--- src/rtl/pc_fetch_ctrl_pkg.sv ---
// Shared types and constants for the PC fetch controller: FSM states,
// redirect-source encoding, sequential step and target alignment.
package pc_ctrl_pkg;

  typedef enum logic [1:0] {
    S_RST,
    S_FETCH,
    S_HOLD
  } fetch_state_e;

  typedef enum logic [1:0] {
    SRC_NONE,
    SRC_BRANCH,
    SRC_JUMP,
    SRC_TRAP
  } redir_src_e;

  localparam int unsigned DEF_INSTR_BYTES = 4;

  // Redirect targets are word aligned: these low bits are cleared and checked.
  localparam int unsigned              ALIGN_BITS     = 2;
  localparam logic [ALIGN_BITS-1:0]    ALIGN_LOW_MASK = '1;

endpackage

--- src/rtl/pc_fetch_ctrl_if.sv ---
// Instruction-fetch bus between the PC fetch controller and imem/decode.
// master = controller side, slave = memory/decode side.
interface pc_fetch_ctrl_if #(
  parameter int unsigned XLEN = 32
);
  logic            imem_req;
  logic [XLEN-1:0] imem_addr;
  logic            imem_ack;
  logic            instr_valid;
  logic            flush;
  logic            misalign_err;

  modport master (
    output imem_req, imem_addr, instr_valid, flush, misalign_err,
    input  imem_ack
  );

  modport slave (
    input  imem_req, imem_addr, instr_valid, flush, misalign_err,
    output imem_ack
  );
endinterface

--- src/rtl/pc_fetch_ctrl_redirect_arb.sv ---
// Combinational next-PC redirect arbiter: trap > jump > branch, word-aligns the
// winner and flags a misaligned target. Trap source exists only with PC_TRAP_EN.
module pc_redirect_arb
  import pc_ctrl_pkg::*;
#(
  parameter int unsigned     XLEN     = 32,
  parameter logic [XLEN-1:0] TRAP_VEC = XLEN'(32'h100)
) (
  input  logic            trap,
  input  logic            jump_en,
  input  logic [XLEN-1:0] jump_target,
  input  logic            branch_taken,
  input  logic [XLEN-1:0] branch_target,
  output logic            valid,
  output logic [XLEN-1:0] target,
  output logic            misalign
);

  redir_src_e      src;
  logic [XLEN-1:0] raw;

  // Later assignments override earlier ones, so the last test is the highest priority.
  always_comb begin
    src = SRC_NONE;
    raw = '0;
    if (branch_taken) begin
      src = SRC_BRANCH;
      raw = branch_target;
    end
    if (jump_en) begin
      src = SRC_JUMP;
      raw = jump_target;
    end
`ifdef PC_TRAP_EN
    if (trap) begin
      src = SRC_TRAP;
      raw = TRAP_VEC;
    end
`endif
  end

`ifndef PC_TRAP_EN
  logic unused_trap;
  assign unused_trap = trap ^ (^TRAP_VEC);
`endif

  assign valid    = (src != SRC_NONE);
  assign target   = raw & ~{{(XLEN-ALIGN_BITS){1'b0}}, ALIGN_LOW_MASK};
  assign misalign = valid && |(raw[ALIGN_BITS-1:0] & ALIGN_LOW_MASK);

endmodule

--- src/rtl/pc_fetch_ctrl.sv ---
// PC sequencer and instruction-fetch controller with pending-redirect buffering
// and stale-fetch squash. Optional trap redirect enabled by PC_TRAP_EN.
module pc_fetch_ctrl
  import pc_ctrl_pkg::*;
#(
  parameter int unsigned     XLEN        = 32,
  parameter logic [XLEN-1:0] RESET_VEC   = '0,
  parameter logic [XLEN-1:0] TRAP_VEC    = XLEN'(32'h100),
  parameter int unsigned     INSTR_BYTES = DEF_INSTR_BYTES
) (
  input  logic            clk,
  input  logic            rst_n,
  input  logic [XLEN-1:0] pc_cur,
  output logic [XLEN-1:0] pc_in,
  output logic            pc_write,
  input  logic            stall,
  input  logic            jump_en,
  input  logic [XLEN-1:0] jump_target,
  input  logic            branch_taken,
  input  logic [XLEN-1:0] branch_target,
  input  logic            trap,
  pc_fetch_ctrl_if.master fetch
);

  fetch_state_e    state;
  logic            pend_vld;
  logic [XLEN-1:0] pend_tgt;

  logic            redir_vld;
  logic            redir_mis;
  logic [XLEN-1:0] redir_tgt;

  logic            ack;
  logic [XLEN-1:0] seq_pc;
  logic [XLEN-1:0] flush_tgt;
  logic            instr_valid;
  logic            flush;

  pc_redirect_arb #(
    .XLEN     (XLEN),
    .TRAP_VEC (TRAP_VEC)
  ) u_arb (
    .trap          (trap),
    .jump_en       (jump_en),
    .jump_target   (jump_target),
    .branch_taken  (branch_taken),
    .branch_target (branch_target),
    .valid         (redir_vld),
    .target        (redir_tgt),
    .misalign      (redir_mis)
  );

  assign ack       = fetch.imem_ack;
  assign seq_pc    = pc_cur + XLEN'(INSTR_BYTES);
  // A redirect arriving on the ack cycle is newer than anything buffered.
  assign flush_tgt = redir_vld ? redir_tgt : pend_tgt;

  always_comb begin
    pc_in       = '0;
    pc_write    = 1'b0;
    flush       = 1'b0;
    instr_valid = 1'b0;
    case (state)
      S_RST: begin
        pc_in    = rst_n ? RESET_VEC : '0;
        pc_write = rst_n;
      end
      S_FETCH: begin
        if (ack) begin
          if (redir_vld || pend_vld) begin
            flush    = 1'b1;
            pc_in    = flush_tgt;
            pc_write = 1'b1;
          end else begin
            instr_valid = 1'b1;
            pc_in       = seq_pc;
            pc_write    = !stall;
          end
        end
      end
      S_HOLD: begin
        if (redir_vld) begin
          flush    = 1'b1;
          pc_in    = redir_tgt;
          pc_write = 1'b1;
        end else begin
          instr_valid = 1'b1;
          pc_in       = seq_pc;
          pc_write    = !stall;
        end
      end
      default: ;
    endcase
  end

  always_ff @(posedge clk or negedge rst_n) begin
    if (!rst_n) begin
      state    <= S_RST;
      pend_vld <= 1'b0;
      pend_tgt <= '0;
    end else begin
      case (state)
        S_RST: state <= S_FETCH;
        S_FETCH: begin
          if (ack) begin
            pend_vld <= 1'b0;
            if (!redir_vld && !pend_vld && stall) state <= S_HOLD;
          end else if (redir_vld) begin
            pend_vld <= 1'b1;
            pend_tgt <= redir_tgt;
          end
        end
        S_HOLD: begin
          if (redir_vld || !stall) state <= S_FETCH;
        end
        default: state <= S_RST;
      endcase
    end
  end

  assign fetch.imem_req     = (state == S_FETCH);
  assign fetch.imem_addr    = pc_cur;
  assign fetch.instr_valid  = instr_valid;
  assign fetch.flush        = flush;
  assign fetch.misalign_err = redir_mis && (state != S_RST);

endmodule
--- src/flat_wrapper.sv ---
// flat-port wrapper written by rule: the top's interface ports become plain ports
module pc_fetch_ctrl_flat import pc_ctrl_pkg::*;
#(
  parameter int unsigned     XLEN        = 32,
  parameter logic [XLEN-1:0] RESET_VEC   = '0,
  parameter logic [XLEN-1:0] TRAP_VEC    = XLEN'(32'h100),
  parameter int unsigned     INSTR_BYTES = DEF_INSTR_BYTES
)
  (clk, rst_n, pc_cur, pc_in, pc_write, stall, jump_en, jump_target, branch_taken, branch_target, trap, fetch_imem_req, fetch_imem_addr, fetch_instr_valid, fetch_flush, fetch_misalign_err, fetch_imem_ack);
  pc_fetch_ctrl_if #(.XLEN(XLEN)) fetch_i ();
  input  logic clk;
  input  logic rst_n;
  input  logic [XLEN-1:0] pc_cur;
  output logic [XLEN-1:0] pc_in;
  output logic pc_write;
  input  logic stall;
  input  logic jump_en;
  input  logic [XLEN-1:0] jump_target;
  input  logic branch_taken;
  input  logic [XLEN-1:0] branch_target;
  input  logic trap;
  output wire logic [$bits(fetch_i.imem_req)-1:0] fetch_imem_req;
  output wire logic [$bits(fetch_i.imem_addr)-1:0] fetch_imem_addr;
  output wire logic [$bits(fetch_i.instr_valid)-1:0] fetch_instr_valid;
  output wire logic [$bits(fetch_i.flush)-1:0] fetch_flush;
  output wire logic [$bits(fetch_i.misalign_err)-1:0] fetch_misalign_err;
  input wire logic [$bits(fetch_i.imem_ack)-1:0] fetch_imem_ack;
  assign fetch_imem_req = fetch_i.imem_req;
  assign fetch_imem_addr = fetch_i.imem_addr;
  assign fetch_instr_valid = fetch_i.instr_valid;
  assign fetch_flush = fetch_i.flush;
  assign fetch_misalign_err = fetch_i.misalign_err;
  assign fetch_i.imem_ack = fetch_imem_ack;
  pc_fetch_ctrl #(.XLEN(XLEN), .RESET_VEC(RESET_VEC), .TRAP_VEC(TRAP_VEC), .INSTR_BYTES(INSTR_BYTES)) u_core (.clk(clk), .rst_n(rst_n), .pc_cur(pc_cur), .pc_in(pc_in), .pc_write(pc_write), .stall(stall), .jump_en(jump_en), .jump_target(jump_target), .branch_taken(branch_taken), .branch_target(branch_target), .trap(trap), .fetch(fetch_i));
endmodule
--- config.mk ---
export PLATFORM = sky130hd
export DESIGN_NAME = pc_fetch_ctrl_flat
export DESIGN_NICKNAME = d
export VERILOG_FILES = /design/src/rtl/pc_fetch_ctrl_pkg.sv /design/src/rtl/pc_fetch_ctrl_if.sv /design/src/rtl/pc_fetch_ctrl_redirect_arb.sv /design/src/rtl/pc_fetch_ctrl.sv /design/src/flat_wrapper.sv
export SDC_FILE = /design/constraint.sdc
export NUM_CORES = 1
export LEC_CHECK = 0
export ABC_AREA = 1
export CORE_MARGIN = 4
export CORE_UTILIZATION = 30
export DETAILED_ROUTE_END_ITERATION = 7
export SETUP_SLACK_MARGIN = 0.5
export SLEW_MARGIN = 20
export SYNTH_ARGS = -nofsm -noshare
export SYNTH_HDL_FRONTEND = slang
export SYNTH_SLANG_ARGS = --single-unit
--- constraint.sdc ---
create_clock -name clk -period 2.7 [get_ports clk]
set_input_delay 0.81 -clock clk [delete_from_list [all_inputs] [get_ports clk]]
set_output_delay 0.81 -clock clk [all_outputs]
set_load 0.005 [all_outputs]
# After elaboration in Yosys (flattened, before gate mapping)

Cells that the tools add are included.

Flip-flop bits (word level): 35
Word-level logic and storage cells: 54

$add $sub $neg: 1
Equal/unequal tests: 5
Multiplexer cells: 27
Bitwise operators: 1
Reductions and logical operators: 17

Operator list:

| kind                  | count |
|---|---|
| $mux 32               | 6 |
| $pmux 32 s2           | 1 |
| $add 32x3->32 const B | 1 |
| $mux 1                | 12 |
| $mux 2                | 4 |
| $ne 2x1->1 const B    | 3 |
| $pmux 2 s3            | 1 |
| $reduce_bool 2->1     | 3 |
| $logic_and 1x1->1     | 4 |
| $pmux 1 s2            | 2 |
| $reduce_and 2->1      | 2 |
| $logic_not 1->1       | 3 |
| $pmux 1 s3            | 1 |
| $reduce_and 3->1      | 1 |
| $eq 2x1->1 const B    | 1 |
| $eq 2x2->1 const B    | 1 |
| $logic_not 2->1       | 1 |
| $logic_or 1x1->1      | 2 |
| $reduce_or 2->1       | 1 |
| $not 1->1             | 1 |

# Logic depth before layout (Yosys ltp)

Depth after elaboration: 9
Gate-level depth with buffers: 11

# Cells and area by module

A second synthesis with hierarchy kept.

Cell total of the unflattened synthesis: 679
Area, all modules: 3,965.1 um2

Modules (own cells, without submodules):

| module          | times used | cells each | area each (um2) | seq. area each (um2) |
|---|---|---|---|---|
| pc_fetch_ctrl   | 1          | 571        | 3,530.9         | 875.8 |
| pc_redirect_arb | 1          | 108        | 434.2           | 0.0 |

# Least setup slack after synthesis

No wires, ideal clock.

Path type: input-to-output
Start point: in pc_cur[2]
End point: out pc_in[12]
Arrival: 1,820 ps
Data required time: 1,890 ps
Slack: 70 ps
Stages on the path: 10
Path buffers: 0
Path through: ha_1 > nand2_1 > nor2_1 > nand2_2 > nor2_2 > xor2_1 > nand2_1 > nand2_1 > inv_1 > a21oi_1

Cells in the longest elaborated chain, start to end: 4
Elaborated cells on any way between the ends: 5
Classes of those cells: 1 x add/sub; 4 x mux

RTL lines:

| element           | RTL line            | source |
|---|---|---|
| from (decl)       | flat_wrapper.sv:13  | `input logic [XLEN-1:0] pc_cur;` |
| $add 32x3->32 (*) | pc_fetch_ctrl.sv:54 | `assign seq_pc = pc_cur + XLEN'(INSTR_BYTES);` |
| $mux 32           | pc_fetch_ctrl.sv:70 | `if (redir_vld \|\| pend_vld) begin` |
| $mux 32           | pc_fetch_ctrl.sv:69 | `if (ack) begin` |
| $pmux 32 s2 (*)   | pc_fetch_ctrl.sv:63 | `case (state)` |
| to (decl)         | flat_wrapper.sv:14  | `output logic [XLEN-1:0] pc_in;` |

Mark *: on every way between the ends. The rest lies on a longest branch, timed or not.

# Worst setup path after layout

Start point: in pc_cur[2]
End point: out pc_in[20]

The elaborated chain is that of the path after synthesis.

==> impl_metrics.tcl <==
set metrics [dict create \
    outcome "finished, violations left" \
    violations "negative setup slack" \
    yosys.area_share.simple_pct 32.6 \
    drive_above_1_share_pct 54.4 \
    antenna_found_initial 0 \
    hold_class "register to register" \
    ant_nets 0 \
    tightest_slew_ns 0.493 \
    r2r_slack_ns 0.95 \
    synth_xor_xnor_area_share_pct 1.80 \
    critical_path_class "input pin to output pin" \
    critPathRequiredTime_ns 1.89 \
    wl_per_cell_um 18.2 \
    setup_viol 33 \
    cts_buffers 5 \
    endpoint_kind "output pin" \
    start_util_pct 30.7 \
    cts_tree "yes" \
    slew_violations 0 \
    firstDrtPassIters 5 \
    fmax_mhz 331 \
    synth_fa_ha_area_share_pct 1.61 \
    max_slew_margin_pct 67.1 \
    vias 5561 \
    synth_flop_cell "dfrtp_1" \
    cap_violations 0 \
    yosys_warnings 0 \
    area_growth_pct 115 \
    netlist.area_leader.share_pct 22.5 \
    dp_slack_ns -1.29 \
    final_cell_mix "146 x buf_4, 87 x nand2_1, 67 x buf_6, 54 x inv_1, 54 x clkdlybuf4s50_1" \
    coreArea_sq_mm 0.0127 \
    cp_max_fo 3 \
    start_kind "input pin" \
    stdcell_count 1105 \
    cts_buffer_depth 2 \
    syn-num-nets 708 \
    fin_hold_ws_ns 0.498 \
    ios 172 \
    htreeDepth 2 \
    rsz0062_at_grt "true" \
    async_reset_ff_share_pct 100 \
    grt-ovfl-total 0 \
    netlist_instances 600 \
    worst_slack_ns -0.321 \
    clkSinkCount 35 \
    rows 41 \
    place.port_buffers 170 \
    synth_edf_count 0 \
    grt_max_degree 36 \
    gp_congestion 0.885 \
    yosysSeqAreaShare_pct 22.5 \
    drcViolationCount 0 \
    period_share_pct 112 \
    hpwl_um 14000 \
    post_drt_via_cell_ratio 5.03 \
    path_clk_slew_ns 0.06 \
    cp_data_arrival_time_ns 2.21 \
    grt_pass1_vias 5587 \
    placed_cells 1021 \
    power.density_mw_per_mm2 591 \
    die_h_um 122 \
    cts_root_buf "clkbuf_16" \
    muxShareOfSynthArea_pct 1.03 \
    die_w_um 122 \
    period_needed_ns 3.02 \
    ys_ff_latch 35 \
    final_common_cell "buf_4" \
    synth.distinct_cells 47 \
    synth_top_family_by_area "simple AND/OR/NAND/NOR gates" \
    diodes 0 \
    synth_compound_area_share_pct 23.4 \
    clkLatencyLatePin_ns 0.29 \
    synth_area_sq_mm 0.00389 \
    die-area_sq_mm 0.0148 \
    hold_violations 0 \
    fin_skew_ns 0.00534 \
    synthTopCellsByArea "dfrtp_1 23%, nand2_1 13%, buf_4 6.8%, inv_1 6.4%, nor2_1 6.1%" \
    track_usage_pct 24.9 \
    drtIter0Drc 353 \
    ir_drop_mv 0.430 \
    drt_wl_total_um 20100 \
    p_leak_nw 3.85 \
    synth_top_area_cell "dfrtp_1" \
    fin_nets 1040 \
    grt_pass1_wl_um 29100 \
    post_synth.cell_area_avg_sq_um 6.48 \
]
==> power breakdown <==
group | switching, W | leakage (nW) | total (W) | internal (W)
clock network | 0.000236 | 0.0669 | 0.000577 | 0.000341
registers | 0.000150 | 0.406 | 0.000916 | 0.000766
logic | 0.00178 | 3.38 | 0.00345 | 0.00167
==> cell families after synthesis <==
group / after synthesis
xor+xnor: 8
fa+ha+maj: 5
mux: 4
buf+inv: 131
simple gates: 266
flops: 35
compound gates: 151
==> flip-flops by register name, summed over array words and instances, names as in the netlist <==
register / cells
u_core.pend_vld: 1
u_core.pend_tgt: 32
u_core.state: 2
==> routing by layer <==
| metal | track usage [%] | routed length, um |
|---|---|---|
| met1 | 31.0 | 8210 |
| met2 | 42.4 | 9850 |
| met3 | 6.08 | 1530 |
| met4 | 7.84 | 555 |
| met5 | 0 | 0 |
==> final timing paths <==
kind | startpoint | to | cells after the start
max | pc_cur[2] | pc_in[20] | 12
min | u_core.pend_tgt[31] | u_core.pend_tgt[31] | 2
max reg2reg | u_core.state[0] | u_core.pend_tgt[6] | 9
min reg2reg | u_core.pend_tgt[31] | u_core.pend_tgt[31] | 2
max in group asynchronous | rst_n | u_core.pend_tgt[22] | 2
min in group asynchronous | rst_n | u_core.pend_tgt[0] | 2
==> synthesized netlist by cell type (4+ instances only) <==
library cell  number
buf_2              8
nor2_1            63
o21ai_1            4
inv_1             66
nor2_2             6
nand4_1            8
clkbuf_1           6
o211ai_1          18
nor2_8             4
a31oi_1            6
inv_2             11
ha_1               5
dfrtp_1           35
o21ai_0           38
nand3_1           26
nand2_1          132
o22ai_1           25
buf_4             35
a21oi_1           41
xnor2_1            5
nand2_2            7
mux2i_1            4
nor3_1             4
==> what timing repair did <==
| item | 4_1_cts | 5_1_grt |
|---|---|---|
| cloned | 2 | 1 |
| buffers inserted | 44 | 29 |
| setup endpoints to repair | 81 | 39 |
| resized for setup | 570 | 136 |
| pin swaps | 116 | 106 |
| hold buffers | 0 | 0 |
==> final cells by class <==
cell class | instances | area [sq um]
multi-input combinational | 435 | 3380
fill | 1034 | 4300
timing repair buffer | 376 | 3400
clock inverter | 2 | 12.5
sequential | 35 | 876
inverter | 79 | 355
clock buffer | 6 | 129
tap | 172 | 215
==> worst max-delay path, stage by stage <==
cell	delay, ns
buf_8	0.08
ha_4	0.15
nand2_4	0.05
nor2_4	0.09
nand2_4	0.08
nor2_4	0.13
buf_6	0.14
nand2_8	0.06
xnor2_4	0.18
nand3_2	0.10
a21oi_2	0.19
buf_2	0.15
==> metrics by stage <==
step / util (%) / setup TNS (ns) / cell area [sq um] / power, W
CTS: 59.9 / -5.11 / 7590 / 0.00425
global placement: 51.9 / -40.56 / 6570 / 0.00339
detailed placement: 51.9 / -39.87 / 6570 / 0.00343
floorplan: - / 0 / 4020 / 0.00213
global route: 66.1 / -7.57 / 8370 / 0.00520
finish: 66.1 / -5.40 / 8370 / 0.00494
Power figures use the tool's default switching activity.
